### config.mk
export PLATFORM = sky130hd
export DESIGN_NAME = ula_writeback
export DESIGN_NICKNAME = d
export VERILOG_FILES = /design/src/rtl/ula_wb_pkg.sv /design/src/rtl/ula_writeback_branch_cond_eval.sv /design/src/rtl/ula_writeback.sv
export SDC_FILE = /design/constraint.sdc
export NUM_CORES = 1
export LEC_CHECK = 0
export BUFFER_PORTS_ARGS = -buffer_cell sky130_fd_sc_hd__buf_2
export CORE_ASPECT_RATIO = 0.6
export CORE_MARGIN = 4
export CORE_UTILIZATION = 55
export CTS_CLUSTER_DIAMETER = 30
export CTS_CLUSTER_SIZE = 24
export DETAILED_ROUTE_END_ITERATION = 16
export PLACE_DENSITY = 0.89
export RECOVER_POWER = 100
export SYNTH_ARGS = -nofsm -noshare
export SYNTH_HDL_FRONTEND = slang
export SYNTH_HIERARCHICAL = 1
export SYNTH_SLANG_ARGS = --single-unit
### constraint.sdc
create_clock -name clk -period 3.49 [get_ports clk]
set_clock_uncertainty 0.2 [all_clocks]
set_input_delay 0.349 -clock clk [delete_from_list [all_inputs] [get_ports clk]]
set_output_delay 0.349 -clock clk [all_outputs]
set_load 0.005 [all_outputs]
### src/rtl/ula_wb_pkg.sv
// ---------------------------------------------------------------------------
// ula_wb_pkg
// Shared types and constants for the BIP-2 execute-stage writeback unit.
//   DEFAULT_DATA_W : datapath width, must match the ALU operand/result width
//   op_e           : command opcode (NOP / ALU / LOAD / STORE)
//   cond_e         : branch condition code (JMP ... NEVER)
//   state_e        : writeback controller states
// ---------------------------------------------------------------------------
package ula_wb_pkg;

   localparam int DEFAULT_DATA_W = 11;

   typedef enum logic [1:0] {
      OP_NOP   = 2'd0,
      OP_ALU   = 2'd1,
      OP_LOAD  = 2'd2,
      OP_STORE = 2'd3
   } op_e;

   typedef enum logic [2:0] {
      COND_JMP   = 3'd0,
      COND_BEQ   = 3'd1,
      COND_BNE   = 3'd2,
      COND_BGT   = 3'd3,
      COND_BGE   = 3'd4,
      COND_BLT   = 3'd5,
      COND_BLE   = 3'd6,
      COND_NEVER = 3'd7
   } cond_e;

   typedef enum logic [1:0] {
      ST_IDLE  = 2'd0,
      ST_EXEC  = 2'd1,
      ST_STORE = 2'd2,
      ST_DONE  = 2'd3
   } state_e;

endpackage

### src/rtl/ula_writeback_branch_cond_eval.sv
// ---------------------------------------------------------------------------
// branch_cond_eval
// Purely combinational branch-condition evaluator against STATUS.
//   cond  in  3 : condition code (cond_e encoding)
//   z     in  1 : STATUS zero flag
//   n     in  1 : STATUS negative flag
//   taken out 1 : branch is taken
// ---------------------------------------------------------------------------
module branch_cond_eval
   import ula_wb_pkg::*;
(
   input  logic [2:0] cond,
   input  logic       z,
   input  logic       n,
   output logic       taken
);

   // NOTE: every signal written in always_comb gets a default first so no
   // path leaves it unassigned, which would otherwise infer a latch.
   always_comb begin
      taken = 1'b0;
      case (cond_e'(cond))
         COND_JMP:   taken = 1'b1;
         COND_BEQ:   taken = z;
         COND_BNE:   taken = !z;
         COND_BGT:   taken = !z && !n;
         COND_BGE:   taken = !n;
         COND_BLT:   taken = n;
         COND_BLE:   taken = z || n;
         COND_NEVER: taken = 1'b0;
         default:    taken = 1'b0;
      endcase
   end

endmodule

### src/rtl/ula_writeback.sv
// ---------------------------------------------------------------------------
// ula_writeback
// Execute-stage writeback/status unit downstream of the BIP-2 ALU. Captures
// one command per valid/ready handshake, commits the accumulator and STATUS,
// evaluates branches, drives a store handshake and pulses done_o.
//
// Build option: define ULA_WB_LOAD_FLAGS_EN to make LOAD also update Z/N
// from the loaded value; undefined, LOAD leaves STATUS unchanged.
//
// Ports:
//   clk, rst_n            : clock, asynchronous active-low reset
//   cmd_valid_i/ready_o   : command handshake (ready only in IDLE)
//   cmd_op_i, cmd_cond_i  : opcode (op_e), branch condition (cond_e)
//   cmd_br_i              : command is a branch (opcode ignored)
//   ula_result_i/z_i/n_i  : ALU result and flags, sampled at accept
//   ld_data_i             : LOAD data, sampled at accept
//   acc_o, z_o, n_o       : accumulator and STATUS
//   br_taken_o            : taken pulse, coincident with done_o
//   st_valid_o/data_o     : store request toward memory, st_ready_i accepts
//   done_o                : one-cycle completion pulse
// ---------------------------------------------------------------------------
module ula_writeback
   import ula_wb_pkg::*;
#(
   parameter int DATA_W = DEFAULT_DATA_W
)(
   input  logic              clk,
   input  logic              rst_n,
   input  logic              cmd_valid_i,
   output logic              cmd_ready_o,
   input  logic [1:0]        cmd_op_i,
   input  logic [2:0]        cmd_cond_i,
   input  logic              cmd_br_i,
   input  logic [DATA_W-1:0] ula_result_i,
   input  logic              ula_z_i,
   input  logic              ula_n_i,
   input  logic [DATA_W-1:0] ld_data_i,
   output logic [DATA_W-1:0] acc_o,
   output logic              z_o,
   output logic              n_o,
   output logic              br_taken_o,
   output logic              st_valid_o,
   output logic [DATA_W-1:0] st_data_o,
   input  logic              st_ready_i,
   output logic              done_o
);

`ifdef ULA_WB_LOAD_FLAGS_EN
   localparam bit LOAD_FLAGS_EN = 1'b1;
`else
   localparam bit LOAD_FLAGS_EN = 1'b0;
`endif

   state_e            state_q, state_d;

   // Command captured at accept; inputs are ignored for the rest of the op.
   op_e               op_q;
   logic [2:0]        cond_q;
   logic              br_q;
   logic [DATA_W-1:0] res_q;
   logic              uz_q;
   logic              un_q;
   logic [DATA_W-1:0] ld_q;

   logic [DATA_W-1:0] acc_q;
   logic              z_q;
   logic              n_q;
   logic              taken_q;
   logic              taken_w;

   logic              accept;

   assign accept = (state_q == ST_IDLE) && cmd_valid_i;

   // Branches read STATUS as committed by earlier commands; commands never
   // overlap, so the live z_q/n_q are always the right operands.
   branch_cond_eval u_cond (
      .cond  (cond_q),
      .z     (z_q),
      .n     (n_q),
      .taken (taken_w)
   );

   // ---------------- state register ----------------
   // NOTE: sequential state uses non-blocking assignments so every register
   // samples pre-edge values regardless of process ordering.
   always_ff @(posedge clk or negedge rst_n) begin
      if (!rst_n) state_q <= ST_IDLE;
      else        state_q <= state_d;
   end

   // ---------------- next-state logic ----------------
   always_comb begin
      state_d = state_q;
      case (state_q)
         ST_IDLE:  if (cmd_valid_i) state_d = ST_EXEC;
         ST_EXEC:  state_d = (!br_q && op_q == OP_STORE) ? ST_STORE : ST_DONE;
         ST_STORE: if (st_ready_i) state_d = ST_DONE;
         ST_DONE:  state_d = ST_IDLE;
         default:  state_d = ST_IDLE;
      endcase
   end

   // ---------------- output logic ----------------
   always_comb begin
      cmd_ready_o = 1'b0;
      st_valid_o  = 1'b0;
      done_o      = 1'b0;
      br_taken_o  = 1'b0;
      case (state_q)
         ST_IDLE:  cmd_ready_o = 1'b1;
         ST_STORE: st_valid_o  = 1'b1;
         ST_DONE: begin
            done_o     = 1'b1;
            br_taken_o = br_q && taken_q;
         end
         default: ;
      endcase
   end

   // ---------------- command capture ----------------
   always_ff @(posedge clk or negedge rst_n) begin
      if (!rst_n) begin
         op_q   <= OP_NOP;
         cond_q <= '0;
         br_q   <= 1'b0;
         res_q  <= '0;
         uz_q   <= 1'b0;
         un_q   <= 1'b0;
         ld_q   <= '0;
      end else if (accept) begin
         op_q   <= op_e'(cmd_op_i);
         cond_q <= cmd_cond_i;
         br_q   <= cmd_br_i;
         res_q  <= ula_result_i;
         uz_q   <= ula_z_i;
         un_q   <= ula_n_i;
         ld_q   <= ld_data_i;
      end
   end

   // ---------------- commit (closing edge of EXEC) ----------------
   always_ff @(posedge clk or negedge rst_n) begin
      if (!rst_n) begin
         acc_q   <= '0;
         z_q     <= 1'b0;
         n_q     <= 1'b0;
         taken_q <= 1'b0;
      end else if (state_q == ST_EXEC) begin
         if (br_q) begin
            taken_q <= taken_w;
         end else begin
            case (op_q)
               OP_ALU: begin
                  acc_q <= res_q;
                  z_q   <= uz_q;
                  n_q   <= un_q;
               end
               OP_LOAD: begin
                  acc_q <= ld_q;
                  if (LOAD_FLAGS_EN) begin
                     z_q <= (ld_q == '0);
                     n_q <= ld_q[DATA_W-1];
                  end
               end
               default: ;
            endcase
         end
      end
   end

   assign acc_o     = acc_q;
   assign z_o       = z_q;
   assign n_o       = n_q;
   // Store data is the accumulator itself, so it is stable for the whole
   // STORE state (nothing commits while waiting for st_ready_i).
   assign st_data_o = acc_q;

endmodule
==> out/results.ini, run 1 <==
[logic_synthesis]
synth_largest_area_cell = dfrtp_1
synth-seq-cells = 46
yosys-top-cells-area = dfrtp_1, mux2_2, mux2i_1
synth.distinct_cells = 25
syn_area_per_cell_sq_um = 13.55
yosysTopAreaCellShare_pct = 52.45
yosys_warnings = 6
postSynthCellCount = 162
syn_nets = 203
syn-cell-area_sq_um = 2195
synth-seq-area-share_pct = 52.45

[grt]
met1_usage_pct = 23.73
grt_pass1_wl_um = 6555
grt_usage_pct = 17.00
grt_pass1_vias = 1358
grt_start_max_net_pins = 47
grt_busiest_layer = met2
met3_usage_pct = 6.494
antenna_found_initial = 0
grtUsageMet2_pct = 25.10
gr-total-overflow = 0

[clock_network]
numCtsBuffers = 5
clk_latency_ns = 0.30
clockBufferDepth = 2
cts_resized = 0
htreeDepth = 2
path_clk_slew_ns = 0.08
cts_setup_buffers = 0
cts_sinks = 46
cts_root_buf = clkbuf_8
hold_buffers = 0
cts_tree = built

[route]
vias = 1358
viasPerCell = 5.203
postRouteAntennaNets = 0
drt_pass1_iterations = 4
drc = 0
drt-total-wl_um = 3980
wire_per_inst_um = 15.25
drtIter0Drc = 55

[timing]
min_period_over_period_pct = 72.25
clock.fmax_mhz = 396.6
final_max_slew_viol_count = 47
hold_slack_ns = 0.06227
slew_headroom_pct = -59.50
tns_ns = 0
final_hold_viol_count = 0
layout_min_cycle_time_ns = 2.522
finalWorstSetupSlack_ns = 0.9683
setup_violations = 0
tightest_slew_ns = 2.393
grt_setup_unrepaired = false

[place]
port_buffers = 61
place_inst = 253
dp_hpwl_um = 2942
pre_cts_slack_ns = 1.324
gp_congestion = 0.7480

[critical_path]
cp.arrival_ns = 2.50
cp_max_fo = 30
crit_buf_inv = 1
cp_top_family = simple AND/OR/NAND/NOR gates
worst_path_largest_cell_delay_ns = 0.75
start_kind = flip-flop
path_cells = inv_1 -> ha_1 -> nand2_1 -> mux2_1
cp-end-kind = flip-flop
critPathKind = flip-flop to flip-flop
cpMaxStageDelayCell = nand2_1
required_ns = 3.47

[outcome]
failed_checks = max-capacitance violations, max-slew violations
status = finished, violations left

[finish]
antenna_cells = 0
final_common_cell = buf_2
drive_gt1_share_pct = 45.79
final_cell_mix = buf_2, dfrtp_1, mux2_2
area_growth_syn_to_layout_pct = 12.94
nNetsFinal = 254
instances_no_fill = 261

[worst_hold_path]
hp-class = input port to flip-flop

[power]
p_leak_nw = 1.140
p_per_area_nw_per_um2 = 941.0
peakVddDrop_v = 0.0005019
power_mw = 2.332

[floorplanning]
die_w_um = 89.55
die_h_um = 56.93
core-area_sq_um = 3744
die_area_sq_um = 5098
start_util_pct = 58.62
io_pins = 62
rows = 17

[job]
drv_cap = 1

synth_stat cells:
library cell and count:
buf_6 4, ha_1 7, mux2_2 32, inv_1 4, mux2i_1 11, nand2_2 1, a211o_1 1, nor2_1 12
nor2b_1 1, nand3b_1 1, a21oi_2 9, and4bb_2 1, nor3_1 2, a2111oi_2 1, dfrtp_1 46, mux2_4 3
a31o_2 1, nor3b_4 1, a21oi_1 5, or2b_1 1, nand2_1 1, nand2b_1 2, buf_4 13, and3_2 1
nor4b_1 1
worst reg2reg max path: cells and delay by family (launching register included):
family	cells	cell delay [ns]
AND/OR/NAND/NOR	1	0.75
multiplexers	1	0.65
flip-flops	1	0.43
adder cells (fa/ha/maj)	1	0.25
buffers and inverters	1	0.13
registers in the layout, indices dropped and copies added, names as in the netlist, 2 cells and up:
signal	count
acc_o	11
cond_q	3
ld_q	11
op_q	2
res_q	11
state_q	2
per-stage QoR:
stage,utilization (%),area [sq um]
2_1_floorplan,-,2195
3_3_place_gp,64.54,2416
3_5_place_dp,64.54,2416
4_1_cts,67.38,2522
5_1_grt,66.21,2479
6_report,66.21,2479
path summary, 6_finish.rpt:
check,start,endpoint,slack (ns),cells after the start
worst max register to register,state_q[0],ld_q[3],0.97,4
worst min-delay path,ld_data_i[4],ld_q[4],0.06,2
worst max-delay path,state_q[0],ld_q[3],0.97,4
worst min register to register,ld_q[4],ld_q[4],0.30,1
min in group asynchronous,rst_n,state_q[0],0.57,1
max in group asynchronous,rst_n,res_q[10],1.16,1
power breakdown:
group          switching (mW)  total [mW]  internal (mW)
clock network           0.175       0.389          0.214
logic                   0.425       0.934          0.508
registers               0.199        1.01          0.810
kinds of logic (layout without fill, tap and decap cells):
group	Yosys count	after routing	share of synthesized area, %
AND/OR/NAND/NOR	25	25	6.671
AO/OA/AOI/OAI	17	17	6.214
adder cells (fa/ha/maj)	7	7	3.991
flip-flops	46	46	52.45
buffers and inverters	21	73	7.183
multiplexers	46	46	23.49
metal layers:
layer / part of all wire, % / vias up
met1: 46 / 664
met2: 46 / 36
met5: 0 / -
li1: - / 652
met4: 1.3 / 0
met3: 6.8 / 6
layout make-up:
class / instances / area [sq um]
clock inverters: 1 / 30.03
fillers: 316 / 1265
repair buffers: 61 / 287.8
multi-input cells: 95 / 859.6
well taps: 47 / 58.81
inverters: 4 / 15.01
clock buffers: 7 / 76.32
flip-flops and latches: 46 / 1151
Power figures use the tool's default switching activity.
==> inputs of run 2 (changes only) <==
- CORE_UTILIZATION: 55 -> 46
- PLACE_DENSITY: 0.89 -> 0.8
- clock period: 3.49 -> 2 ns (I/O delays scaled with it)
==> run 2 against run 1 <==
Effect of this change:
- the run now ends clean
- first-iteration DRC count grew 18%
- sequential share of layout area shrank 6.2 points
- final area grew 15%
- critical path depth grew 1
- cell count grew 20%
- clock power grew 45%
- combinational power grew 85%
- utilization shrank 3.9 points
- via count grew 5.7%
==> out/results.ini, run 2 (same netlist as run 1, synthesis figures left out) <==
[finish]
area_growth_syn_to_layout_pct = 30.33
instances_no_fill = 314  ; +20%
final_common_cell = dfrtp_1
final_area_sq_um = 2860  ; +15%
nNetsFinal = 291  ; +15%
final_cell_mix = dfrtp_1, buf_2, mux2_2
antenna_cells = 0  ; unchanged
fill_cells = 369  ; +17%
drive_gt1_share_pct = 41.04  ; -4.8 points

[power]
seqPwrFrac_pct = 43.3  ; about the same
sw_frac_of_total_pct = 34.84  ; +0.57 points
power_mw = 4.048  ; +74%
peakVddDrop_v = 0.0007179  ; +43%
internal_power_mw = 2.638  ; +72%
p_leak_nw = 1.294  ; +14%
clock_power_share_pct = 13.9  ; -2.8 points
p_sw_mw = 1.410  ; +76%
p_per_area_nw_per_um2 = 1415  ; +50%
pwr-share-comb_pct = 42.7  ; +2.7 points

[critical_path]
worst_r2r_endpoint = ld_q[8]
path_cells = inv_1 -> ha_1 -> nand2_1 -> buf_4 -> mux2_2
crit_path_start = state_q[0]
worst_path_largest_cell_delay_ns = 0.43  ; -0.32 ns
cp.arrival_ns = 1.74  ; -0.76 ns
r2r_slack_ns = 0.24  ; -0.73 ns
cp_max_fo = 8  ; -73%
start_kind = flip-flop
reg2reg_depth = 5  ; +1
critPathKind = flip-flop to flip-flop
required_ns = 1.97  ; -1.50 ns
rr_startpoint = state_q[0]
cpMaxStageDelayCell = dfrtp_1
cp-end-kind = flip-flop

[floorplanning]
core-area_sq_um = 4588  ; +23%
die_area_sq_um = 5976  ; +17%
die_h_um = 61.50  ; +8.0%
die_w_um = 97.17  ; +8.5%
rows = 19  ; +2
io_pins = 62  ; unchanged
start_util_pct = 47.83  ; -11 points

[route]
drt_pass1_iterations = 4  ; unchanged
vias = 1436  ; +5.7%
postRouteAntennaNets = 0  ; unchanged
viasPerCell = 4.573  ; -12%
drt-total-wl_um = 4178  ; +5.0%
wire_per_inst_um = 13.31  ; -13%
drc = 0  ; unchanged
drtIter0Drc = 65  ; +18%

[place]
pre_cts_slack_ns = 0.2566  ; -1.067 ns
place_area_sq_um = 2506  ; +3.7%
port_buffers = 61  ; unchanged
dp_hpwl_um = 2838  ; -3.5%
place_inst = 275  ; +8.7%
gp_congestion = 0.6963  ; -6.9%

[timing]
clock.fmax_mhz = 566.7  ; +43%
tightest_slew_ns = 0.9585  ; -1.434 ns
tns_ns = 0  ; unchanged
slew_headroom_pct = 36.10  ; +96 points
grt_setup_unrepaired = false
setup_violations = 0  ; unchanged
finalWorstSetupSlack_ns = 0.2353  ; -0.7330 ns
final_hold_viol_count = 0  ; unchanged
min_period_over_period_pct = 88.24  ; +16 points
layout_min_cycle_time_ns = 1.765  ; -0.7570 ns
final_max_slew_viol_count = 0  ; -100%

[worst_hold_path]
hp-class = input port to flip-flop
hold_path_end = state_q[1]
hold_depth = 3  ; +1
hp-start = cmd_valid_i

[grt]
grt_usage_pct = 15.15  ; -1.8 points
grt_pass1_vias = 1450  ; +6.8%
gr-total-overflow = 0  ; unchanged
grt_start_max_net_pins = 23  ; -51%
grt_pass1_wl_um = 7058  ; +7.7%
antenna_found_initial = 0  ; unchanged

[clock_network]
clockBufferDepth = 2  ; unchanged
cts_root_buf = clkbuf_8
clk_latency_ns = 0.29  ; about the same
cts_tree = built
cts_sinks = 46  ; unchanged
cts_resized = 0  ; unchanged
numCtsBuffers = 5  ; unchanged
path_clk_slew_ns = 0.08  ; about the same
cts_setup_buffers = 0  ; unchanged
hold_buffers = 31  ; +31
htreeDepth = 2  ; unchanged

[outcome]
status = finished clean

[job]
drv_cap = 0  ; -1

## run 2: changes by cell type in the layout (fill, tap and decap cells not counted), sizes merged
cell         previous run  this run
dlygate4sd3             0        31
clkbuf                 21        25
clkinvlp                0         2
bufinv                  1         0
inv                     4         5
## run 2: layout make-up
cell class                      count  area, sq um  area share (%)
Clock buffer                        5        68.82           2.406
Clock inverter                      3        23.77          0.8311
Inverter                            4        15.01          0.5249
Multi-Input combinational cell     95        873.3           30.53
Sequential cell                    46         1151           40.24
Tap cell                           63        78.83           2.756
Timing Repair Buffer               98        649.4           22.70
## run 2: routing by layer
metal  share of wire (%)  global-route usage, %
met1                  45                  19.41
met4                0.57                  4.200
met2                  51                  26.67
met3                 3.3                  3.507
met5                   0                      0
## run 2: power groups by stage
stage | clock network, mW | logic [mW] | registers, mW
after global placement | 0 | 1.77 | 1.75
final | 0.564 | 1.73 | 1.75
after detailed placement | 0 | 1.81 | 1.77
after CTS | 0.591 | 1.86 | 1.75
after global routing | 0.641 | 1.92 | 1.83
after floorplan | 0 | 1.46 | 1.70
## run 2: worst max-delay path by stage
stage / slack, ns / cells past startpoint / end
finish: 0.24 / 5 / ld_q[8]
global route: 0.09 / 6 / acc_o[2]
CTS: 0.24 / 5 / ld_q[8]
detailed placement: 0.26 / 5 / cond_q[1]
global placement: 0.30 / 5 / ld_q[5]
floorplan: 0.36 / 5 / ld_q[0]
## run 2: through the flow
| stage | util [%] | hold WS (ns) |
|---|---|---|
| 2_1_floorplan | - | -0.2956 |
| 3_3_place_gp | 54.62 | -0.04305 |
| 3_5_place_dp | 54.62 | -0.04731 |
| 4_1_cts | 63.40 | 0.1198 |
| 5_1_grt | 62.34 | 0.1375 |
| 6_report | 62.34 | 0.1204 |
## run 2: worst max-delay path, delay by kind of cell (launching register included)
kind / cells / cell delay (ns)
mux: 1 / 0.35
simple gates: 1 / 0.14
buf+inv: 2 / 0.29
flops: 1 / 0.43
fa+ha+maj: 1 / 0.25
